==> config.mk <==
export PLATFORM = sky130hd
export DESIGN_NAME = wb_stage
export DESIGN_NICKNAME = d
export VERILOG_FILES = /design/src/rtl/wb_stage_pkg.sv /design/src/rtl/wb_mux.sv /design/src/rtl/wb_stage.sv
export SDC_FILE = /design/constraint.sdc
export NUM_CORES = 1
export LEC_CHECK = 0
export ABC_AREA = 1
export CAP_MARGIN = 20
export CORE_AREA = 2 2 100 102
export CTS_CLUSTER_DIAMETER = 60
export CTS_CLUSTER_SIZE = 14
export DETAILED_ROUTE_END_ITERATION = 8
export DIE_AREA = 0 0 102 104
export GPL_TIMING_DRIVEN = 0
export HOLD_SLACK_MARGIN = 0.15
export PLACE_DENSITY = 0.82
export SYNTH_ARGS = -nofsm -noshare
export SYNTH_HDL_FRONTEND = slang
export SYNTH_SLANG_ARGS = --single-unit
==> constraint.sdc <==
create_clock -name clock -period 1.5 [get_ports clock]
set_input_delay 0.225 -clock clock [delete_from_list [all_inputs] [get_ports clock]]
set_output_delay 0.225 -clock clock [all_outputs]
set_load 0.01 [all_outputs]
==> src/rtl/wb_stage_pkg.sv <==
// Processor-wide constants and types shared by decode, control and write-back.
package wb_stage_pkg;

    localparam int unsigned DATA_W = 16;
    localparam int unsigned REG_W  = 3;

    typedef enum logic [1:0] {
        WB_SEL_ALU  = 2'b00,
        WB_SEL_MEM  = 2'b01,
        WB_SEL_LINK = 2'b10,
        WB_SEL_IMM  = 2'b11
    } wb_sel_e;

    typedef struct packed {
        logic              valid;
        logic              reg_write;
        logic [REG_W-1:0]  write_reg;
        wb_sel_e           wb_sel;
        logic [DATA_W-1:0] alu_result;
        logic [DATA_W-1:0] mem_data;
        logic [DATA_W-1:0] link_addr;
        logic [DATA_W-1:0] immediate;
    } wb_reg_t;

endpackage

==> src/rtl/wb_mux.sv <==
// 4:1 write-back value select driven by the registered wbSel field.
module wb_mux
    import wb_stage_pkg::*;
(
    input  wb_sel_e           sel,
    input  logic [DATA_W-1:0] alu_result,
    input  logic [DATA_W-1:0] mem_data,
    input  logic [DATA_W-1:0] link_addr,
    input  logic [DATA_W-1:0] immediate,
    output logic [DATA_W-1:0] data
);

    always_comb begin
        data = alu_result;
        unique case (sel)
            WB_SEL_ALU:  data = alu_result;
            WB_SEL_MEM:  data = mem_data;
            WB_SEL_LINK: data = link_addr;
            WB_SEL_IMM:  data = immediate;
            default:     data = alu_result;
        endcase
    end

endmodule

==> src/rtl/wb_stage.sv <==
// Write-back stage: MEM/WB register, commit-value select, register-bank write port,
// retired counter. Define WB_BYPASS_EN to forward the in-flight write to decode reads.
module wb_stage
    import wb_stage_pkg::*;
(
    input  logic              clock,
    input  logic              reset_n,
    input  logic              stall,
    input  logic              flush,
    input  logic              inValid,
    input  logic              inRegWrite,
    input  logic [REG_W-1:0]  inWriteReg,
    input  logic [1:0]        inWbSel,
    input  logic [DATA_W-1:0] inAluResult,
    input  logic [DATA_W-1:0] inMemData,
    input  logic [DATA_W-1:0] inLinkAddr,
    input  logic [DATA_W-1:0] inImmediate,
    input  logic [REG_W-1:0]  rs,
    input  logic [REG_W-1:0]  rt,
    output logic              RegWrite,
    output logic [REG_W-1:0]  writeReg,
    output logic [DATA_W-1:0] dataToWrite,
    output logic              fwdHit1,
    output logic              fwdHit2,
    output logic [DATA_W-1:0] fwdData1,
    output logic [DATA_W-1:0] fwdData2,
    output logic [DATA_W-1:0] retired
);

    wb_reg_t           wb_q, wb_d;
    logic [DATA_W-1:0] retired_q, retired_d;
    logic [DATA_W-1:0] wb_data;
    logic              reg_write;

    // Flush only kills the incoming instruction; unspecified fields keep their value.
    always_comb begin
        wb_d = wb_q;
        if (flush) begin
            wb_d.valid     = 1'b0;
            wb_d.reg_write = 1'b0;
        end else if (!stall) begin
            wb_d.valid      = inValid;
            wb_d.reg_write  = inRegWrite;
            wb_d.write_reg  = inWriteReg;
            wb_d.wb_sel     = wb_sel_e'(inWbSel);
            wb_d.alu_result = inAluResult;
            wb_d.mem_data   = inMemData;
            wb_d.link_addr  = inLinkAddr;
            wb_d.immediate  = inImmediate;
        end
    end

    // The instruction held in WB retires as it leaves, independent of flush.
    always_comb begin
        retired_d = retired_q;
        if (wb_q.valid && !stall) begin
            retired_d = retired_q + DATA_W'(1);
        end
    end

    always_ff @(posedge clock or negedge reset_n) begin
        if (!reset_n) begin
            wb_q      <= '0;
            retired_q <= '0;
        end else begin
            wb_q      <= wb_d;
            retired_q <= retired_d;
        end
    end

    wb_mux u_wb_mux (
        .sel        (wb_q.wb_sel),
        .alu_result (wb_q.alu_result),
        .mem_data   (wb_q.mem_data),
        .link_addr  (wb_q.link_addr),
        .immediate  (wb_q.immediate),
        .data       (wb_data)
    );

    // r0 is hard-wired; never raise the bank write enable for it.
    assign reg_write   = wb_q.valid && wb_q.reg_write && (wb_q.write_reg != '0);
    assign RegWrite    = reg_write;
    assign writeReg    = wb_q.write_reg;
    assign dataToWrite = wb_data;
    assign retired     = retired_q;

`ifdef WB_BYPASS_EN
    assign fwdHit1  = reg_write && (rs == wb_q.write_reg);
    assign fwdHit2  = reg_write && (rt == wb_q.write_reg);
    assign fwdData1 = wb_data;
    assign fwdData2 = wb_data;
`else
    logic unused_src;
    assign unused_src = ^{rs, rt};
    assign fwdHit1  = 1'b0;
    assign fwdHit2  = 1'b0;
    assign fwdData1 = '0;
    assign fwdData2 = '0;
`endif

endmodule
=== Word level (Yosys, flattened, before mapping) ===
Index checks and enable logic that the tools add are counted.

* Add/subtract/negate cells: 1
* Equal/unequal tests: 4
* Multiplexer cells: 3
* Bitwise logic cells: 2
* Reductions and logical operators: 7

{| class="wikitable"
|+ Operator list
! cell !! count
|-
| 71-bit two-way mux || 1
|-
| 16-bit one-hot mux with 4 select lines || 1
|-
| 16-bit by 1-bit adder with 16-bit output, second input constant || 1
|-
| 2-bit == test, second input constant || 2
|-
| 1-bit logical AND || 3
|-
| 3-bit nonzero test || 1
|-
| 2-bit by 1-bit == test with 1-bit output, second input constant || 1
|-
| 2-bit logical NOT || 1
|-
| 2-bit two-way mux || 1
|-
| 2-bit by 1-bit != test with 1-bit output, second input constant || 1
|-
| 1-bit inverter || 2
|-
| 2-bit AND reduction || 1
|-
| 1-bit logical NOT || 1
|}

* Register bits after elaboration: 87
* Bits of input ports: 81
* Output and inout port bits: 70
* Word-level logic and storage cells: 26

=== Longest topological paths before layout ===
Gate-level depths: netlist (run 1).

* Depth after elaboration: 2
* Depth in mapped cells: 9
* Depth with buffers taken out: 9

=== Cells and area by module ===
Synthesis (run 1) repeated with hierarchy kept, for this count alone.

* Cell total of the unflattened synthesis: 526
* Area total of the unflattened synthesis: 4326.6 um2

{| class="wikitable"
|+ Modules (own cells, without submodules)
! module !! times used !! cells each !! area each (um2) !! seq. area each (um2)
|-
| wb_stage || 1 || 432 || 3802.4 || 2177.1
|-
| wb_mux || 1 || 94 || 524.3 || 0.0
|}

=== Least setup slack after synthesis (run 1) ===
No wires, ideal clock.

* Path type: reg2reg
* From: reg retired_q[1] (netlist: retired[1])
* To: reg retired_q[8] (netlist: retired[8])
* Setup time: 0.118 ns
* Data arrival time: 1.149 ns
* Data required time: 1.382 ns
* Path slack: 0.232 ns
* Cell stages (with the launch flop): 7
* Path buffers: 0
* Period minus slack after synthesis: 1.268 ns
* Cell sequence: dfrtp_1 > ha_1 > nand3_1 > nor2_2 > nand3_1 > xor2_1 > inv_1

* Word-level cells in the longest chain between the ends: 1

{| class="wikitable"
|+ RTL lines
! item !! RTL line !! text
|-
| from (decl) || wb_stage.sv:31 || <nowiki>logic [DATA_W-1:0] retired_q, retired_d;</nowiki>
|-
| from (signal assigned) || wb_stage.sv:67 || <nowiki>retired_q <= retired_d;</nowiki>
|-
| 16-bit by 1-bit adder with 16-bit output || wb_stage.sv:57 || <nowiki>retired_d = retired_q + DATA_W'(1);</nowiki>
|}

No other way between the ends.
A chain may end at the register's enable or synchronous reset.

=== Worst setup path in the final report (run 1) ===
* From: reg wb_q[65] (netlist bit)
* To: out dataToWrite[12]

* Word-level cells in the longest chain between the ends: 2
* Elaborated cells between the ends (all ways): 5
* Classes of those cells: 3 x eq/ne; 1 x mux; 1 x reduce/logical

{| class="wikitable"
|+ RTL lines
! item !! RTL line !! text
|-
| from (decl) || wb_stage.sv:30 || <nowiki>wb_reg_t wb_q, wb_d;</nowiki>
|-
| from (signal assigned) || wb_stage.sv:66 || <nowiki>wb_q <= wb_d;</nowiki>
|-
| 2-bit == test, or another cell as far along || wb_mux.sv:15 || <nowiki>unique case (sel)</nowiki>
|-
| 16-bit one-hot mux with 4 select lines (*) || wb_mux.sv:15 ||
|-
| to (decl) || wb_stage.sv:22 || <nowiki>output logic [DATA_W-1:0] dataToWrite,</nowiki>
|}

Every way passes the cells marked *; elsewhere a longest branch is shown, timed or not.

==> impl_metrics.toml, run 1 <==
[worst_hold_path]
hp-class = "in2async"

[placed_design]
port-buffer-count = 110
gp_congestion = 0.817
pre_cts_slack_ns = -0.610
dp_hpwl_mm = 8.24

[clock_tree]
cts_tree = "built"
clockBufferDepth = 2
cts_max_level = 3
clock_latency_ns = 0.36
clk_pin_slew_worst_paths_ns = 0.09
cts_made_buffers = 9
cts_sinks = 87
root_buffer = "clkbuf_8"

[critical_path]
startpoint_type = "flip-flop"
cp_top_family = "flip-flops"
worst-path-max-fanout = 5
endpoint_kind = "output port"
path_cells = "nor2_4 -> buf_4 -> nand2_1 -> o2111ai_2 -> buf_2"
crit_buf_inv = 2
cp_slowest_cell = "dfrtp_2"
cp.required_ns = 1.27
path_class = "reg2out"
cp.depth = 5
cpPeakStageDelay_ns = 0.49
reg2reg_depth = 9
arrival_ns = 1.55

[global_route]
grt_use_total_pct = 22.7
grt_overflow_total = 0
grt_pass1_vias = 3964
grt_max_degree = 46
antenna_found_initial = 0
grt_pass1_wl_mm = 18.7

[timing]
grt_setup_unrepaired = "yes"
whs_ns = 0.374
timing.final.crit_share_pct = 118
fin_skew_ns = 0.0106
max_freq_ghz = 0.564
setup_ws_ns = -0.271
slew_headroom_pct = 62.2
setup-violations-final = 16
worst_pin_slew_ns = 0.568
drv_slew = 0
hold_viol_final = 0
period_minus_slack_ns = 1.77

[power]
p_per_area_nw_per_um2 = 1040
p_clk_share_pct = 28.3
share_comb_of_total_power_pct = 27.6
vdd_drop_max_mv = 0.504
switching_share_pct = 30.6
p_seq_share_pct = 44.1
switchingPower_mw = 1.96
intPower_mw = 4.44
power.leakage_nw = 3.28

[synth]
synth_top_family_by_area = "simple AND/OR/NAND/NOR gates"
netlist_instances = 523
synth_seq_cells = 87
synthAdderAreaFrac_pct = 0.296
yosys_warnings = 0
netlist_area_sq_um = 4230
muxShareOfSynthArea_pct = 0
async_reset_ff_share_pct = 100
synth_edf_count = 0
synthFlopType = "dfrtp_1"
synth_cell_types = 27
synthSimpleGateAreaFrac_pct = 27.0
synth_seq_area_share_pct = 51.4
synth-compound-area-share_pct = 6.30
synthXorXnorAreaFrac_pct = 1.86
postSynthAreaPerCell_sq_um = 8.09

[run_status]
status = "finished with violations"
violations = "negative setup slack"

[drt]
dr.pass1.iters = 4
drtIter0Drc = 206
avgRoutedWirePerCell_um = 14.1
vias_per_cell = 4.70
routed_wl_mm = 11.8
drtAntennaViolNets = 0
drcViolationCount = 0
vias = 3940

[floorplanning]
initial_utilization_pct = 44.3
dieArea_sq_um = 10600
io_pins = 151
num_rows = 36
core-area_sq_um = 9550
die_y_um = 104
die_w_um = 102

[flow_run]
max_cap_viol_count = 0

[finish]
diodes = 0
drive_gt1_share_pct = 23.8
areaGrowthSynthToFinish_pct = 45.8
nNetsFinal = 783
fillers = 833
==> flip-flops by register name, indices dropped and copies added (netlist names) <==
register / count
wb_q: 68
writeReg: 3
retired: 16
==> what timing repair did <==
| action | CTS | global route |
|---|---|---|
| gates resized for setup | 118 | 29 |
| pin swaps | 2 | 7 |
| setup endpoints to repair | 36 | 23 |
| cloned | 1 | 1 |
| buffers inserted | 18 | 2 |
| hold buffers | 1 | 0 |
| endpoints found under the hold margin | 42 | 0 |
==> worst paths after layout <==
| path | slack (ns) | from | to |
|---|---|---|---|
| worst max register to register | 0.13 | retired[1] | retired[14] |
| worst min register to register | 0.48 | wb_q[28] | wb_q[28] |
| worst max-delay path | -0.27 | wb_q[65] | dataToWrite[12] |
| max in group asynchronous | 0.48 | reset_n | wb_q[64] |
| worst min-delay path | 0.37 | reset_n | writeReg[1] |
| min in group clock | 0.39 | inMemData[11] | wb_q[43] |
==> synth_stat cells, types with 3 or more instances <==
master,n,area (sq um)
buf_2,12,60.1
o2111ai_1,16,140
dfrtp_1,87,2180
xor2_1,8,70.1
o21ai_0,22,110
nand4_1,4,25.0
nand2_2,3,18.8
nor2_2,5,31.3
inv_1,36,135
inv_2,6,22.5
nand2_1,250,938
nand3_1,6,30.0
nor2_1,11,41.3
buf_4,40,300
==> cell families (layout without fill, tap and decap cells) <==
kind of cell / after synthesis / count (layout)
buf+inv: 99 / 249
xor+xnor: 9 / 9
simple gates: 286 / 286
compound gates: 40 / 40
other cells: 1 / 34
fa+ha+maj: 1 / 1
flops: 87 / 87
==> metrics by stage <==
| step | total power, mW | TNS, ns | cells | util [%] | area (sq um) |
|---|---|---|---|---|---|
| final | 6.40 | -3.96 | 839 | 64.6 | 6170 |
| after global routing | 6.73 | -4.98 | 839 | 64.6 | 6170 |
| after CTS | 6.35 | -3.80 | 836 | 63.4 | 6060 |
| after detailed placement | 4.43 | -8.86 | 800 | 59.1 | 5640 |
| after global placement | 4.36 | -251.62 | 799 | 58.9 | 5620 |
| after floorplan | 3.61 | 0 | 556 | - | 4360 |
==> layout by cell type (no fill, tap or decap), drive strengths merged, types with 4 or more instances in the layout <==
| cell type | n |
|---|---|
| inv | 42 |
| buf | 95 |
| nand4 | 4 |
| clkdlybuf4s50 | 73 |
| dfrtp | 87 |
| conb | 34 |
| clkinv | 4 |
| o21ai | 22 |
| nand3 | 7 |
| clkbuf | 13 |
| nand2 | 253 |
| o2111ai | 16 |
| dlymetal6s2s | 5 |
| nor2 | 18 |
| dlygate4sd2 | 14 |
| xor2 | 8 |
==> worst reg2reg max path: stages (launching register included) <==
cell	delay (ns)
dfrtp_1	0.36
buf_4	0.14
ha_1	0.18
nand2_1	0.07
nor2_2	0.10
nand2_1	0.08
nor2_2	0.14
nand3_1	0.08
nand2_1	0.07
inv_1	0.03
==> cell type report <==
type | instances | area [sq um] | area share [%]
Sequential cell | 87 | 2180 | 35.3
Multi-Input combinational cell | 370 | 1810 | 29.3
Timing Repair Buffer | 134 | 1220 | 19.8
Buffer | 56 | 414 | 6.71
Tap cell | 133 | 166 | 2.70
Inverter | 43 | 164 | 2.66
Clock buffer | 11 | 131 | 2.13
Clock inverter | 5 | 82.6 | 1.34
==> layer usage <==
layer  global-route usage, %  vias to the layer above  part of all wire, %
met3                    3.49                       20                  6.2
met2                    38.4                      165                   50
met5                       0                        -                    0
met4                    8.19                        0                  1.9
met1                    29.3                     1857                   42
li1                        -                     1898                    -
==> power by group through the flow <==
| stage | clock [mW] | sequential, mW | combinational, mW |
|---|---|---|---|
| 3_3_place_gp | 0 | 2.88 | 1.49 |
| 2_1_floorplan | 0 | 2.87 | 0.741 |
| 5_1_grt | 1.96 | 2.85 | 1.93 |
| 6_report | 1.81 | 2.82 | 1.77 |
| 4_1_cts | 1.84 | 2.80 | 1.71 |
| 3_5_place_dp | 0 | 2.89 | 1.53 |
Note: power is estimated with default switching activity, not from simulation.
==> run 2, diff against run 1 <==
- CORE_AREA: 2 2 100 102 -> 2 2 96 98
- DIE_AREA: 0 0 102 104 -> 0 0 98 100
- PLACE_DENSITY: 0.82 -> 0.87
- clock period: 1.5 -> 2.2 ns (I/O delays scaled with it)
==> impl_metrics.toml, run 2 (same netlist as run 1, synthesis figures left out) <==
[run_status]
status = "finished clean"

[clock_tree]
clock_latency_ns = 0.35
clockBufferDepth = 2
cts_made_buffers = 9
cts_tree = "built"
cts_sinks = 87
cts_max_level = 3
root_buffer = "clkbuf_8"
clk_pin_slew_worst_paths_ns = 0.09

[floorplanning]
die_w_um = 98
dieArea_sq_um = 9800
core-area_sq_um = 8890
initial_utilization_pct = 47.6
die_y_um = 100
io_pins = 151
num_rows = 35

[timing]
grt_setup_unrepaired = "no"
drv_slew = 0
worst_pin_slew_ns = 0.503
slew_headroom_pct = 66.5
hold_viol_final = 0
period_minus_slack_ns = 2.07
timing.final.crit_share_pct = 94.3
fin_skew_ns = 0.00252
setup-violations-final = 0
max_freq_ghz = 0.482

[placed_design]
port-buffer-count = 110
gp_congestion = 0.813
dp_hpwl_mm = 8.08
place_area_sq_um = 5620

[global_route]
antenna_found_initial = 0
grt_overflow_total = 0
grt_use_total_pct = 23.0
grt_pass1_vias = 3777
grt_pass1_wl_mm = 17.7
grt_max_degree = 55

[finish]
largest_register_ffs = 68
final_cell_mix = "nand2_1 (250), clkdlybuf4s50_1 (93), dfrtp_1 (85)"
nNetsFinal = 763
regMostFlops = "wb_q"
final_area_sq_um = 5820
areaGrowthSynthToFinish_pct = 37.5
drive_gt1_share_pct = 13.6
fillers = 758
diodes = 0
final_common_cell = "nand2_1"

[critical_path]
startpoint_type = "flip-flop"
worst-path-max-fanout = 10
crit_buf_inv = 4
path_class = "reg2out"
cpPeakStageDelay_ns = 0.45
cp_top_family = "buffers and inverters"
reg2reg_slack_ns = 0.77
path_cells = "inv_2 -> nand2_1 -> inv_2 -> buf_6 -> nand2_1 -> o2111ai_1 -> dlygate4sd2_1"
cp_slowest_cell = "dfrtp_2"
arrival_ns = 1.74
cp.required_ns = 1.87
endpoint_kind = "output port"

[drt]
drcViolationCount = 0
dr.pass1.iters = 4
avgRoutedWirePerCell_um = 13.6
drtIter0Drc = 242
vias_per_cell = 4.75
routed_wl_mm = 10.9
drtAntennaViolNets = 0
vias = 3788

[flow_run]
max_cap_viol_count = 0

[power]
power.leakage_nw = 2.99
power.total_mw = 3.94
vdd_drop_max_mv = 0.322
p_per_area_nw_per_um2 = 678

[worst_hold_path]
hp-class = "in2async"
## run 2: worst paths after layout
kind	start	to	cells past startpoint
max	wb_q[64]	dataToWrite[13]	7
min	reset_n	writeReg[0]	2
max reg2reg	retired[1]	retired[8]	6
min reg2reg	wb_q[20]	wb_q[20]	2
max in group asynchronous	reset_n	wb_q[64]	3
min in group clock	wb_q[20]	wb_q[20]	2
## run 2: area by class of cell
type,count,area [sq um],area share [%]
Timing Repair Buffer,114,1130,19.5
Buffer,56,407,6.99
Inverter,43,161,2.77
Clock inverter,6,37.5,0.645
Tap cell,111,139,2.39
Multi-Input combinational cell,370,1630,28.0
Sequential cell,87,2180,37.5
Clock buffer,10,128,2.19
## run 2: worst register-to-register path: stages, from the launching register on
cell,delay (ns)
dfrtp_1,0.45
ha_1,0.24
nand3_1,0.11
nor2_2,0.20
nand3_1,0.11
xor2_1,0.16
inv_1,0.05
## run 2: layer usage
layer	track usage (%)	routed length, um	vias up
met5	0	0	-
met3	4.11	726	16
met1	29.0	4430	1781
met4	7.69	195	0
met2	40.4	5510	129
li1	-	-	1862
## run 2: metrics by stage
step	std cells	worst slack (ns)	TNS, ns	utilization [%]	hold WS, ns
after floorplan	556	0.827	0	-	0.0344
after global placement	777	-2.15	-186.78	62.9	0.454
after detailed placement	778	-0.00120	-0.00120	63.2	0.313
after CTS	797	0.00459	0	65.4	0.472
after global routing	797	0.0587	0	65.4	0.499
final	797	0.126	0	65.4	0.460
## run 2: what timing repair did
action	CTS	global route
pin swaps	1	0
hold buffers	1	0
resized for setup	22	2
setup buffers	2	0
hold endpoints to repair	33	0
cloned	0	0
endpoints found under the setup margin	16	1
## run 2: power breakdown
group | total, mW | leakage [nW] | internal (mW) | switching, mW
combinational | 1.02 | 1.84 | 0.506 | 0.514
clock | 0.971 | 0.0781 | 0.404 | 0.567
sequential | 1.95 | 1.08 | 1.80 | 0.153
total | 3.94 | 2.99 | 2.71 | 1.23
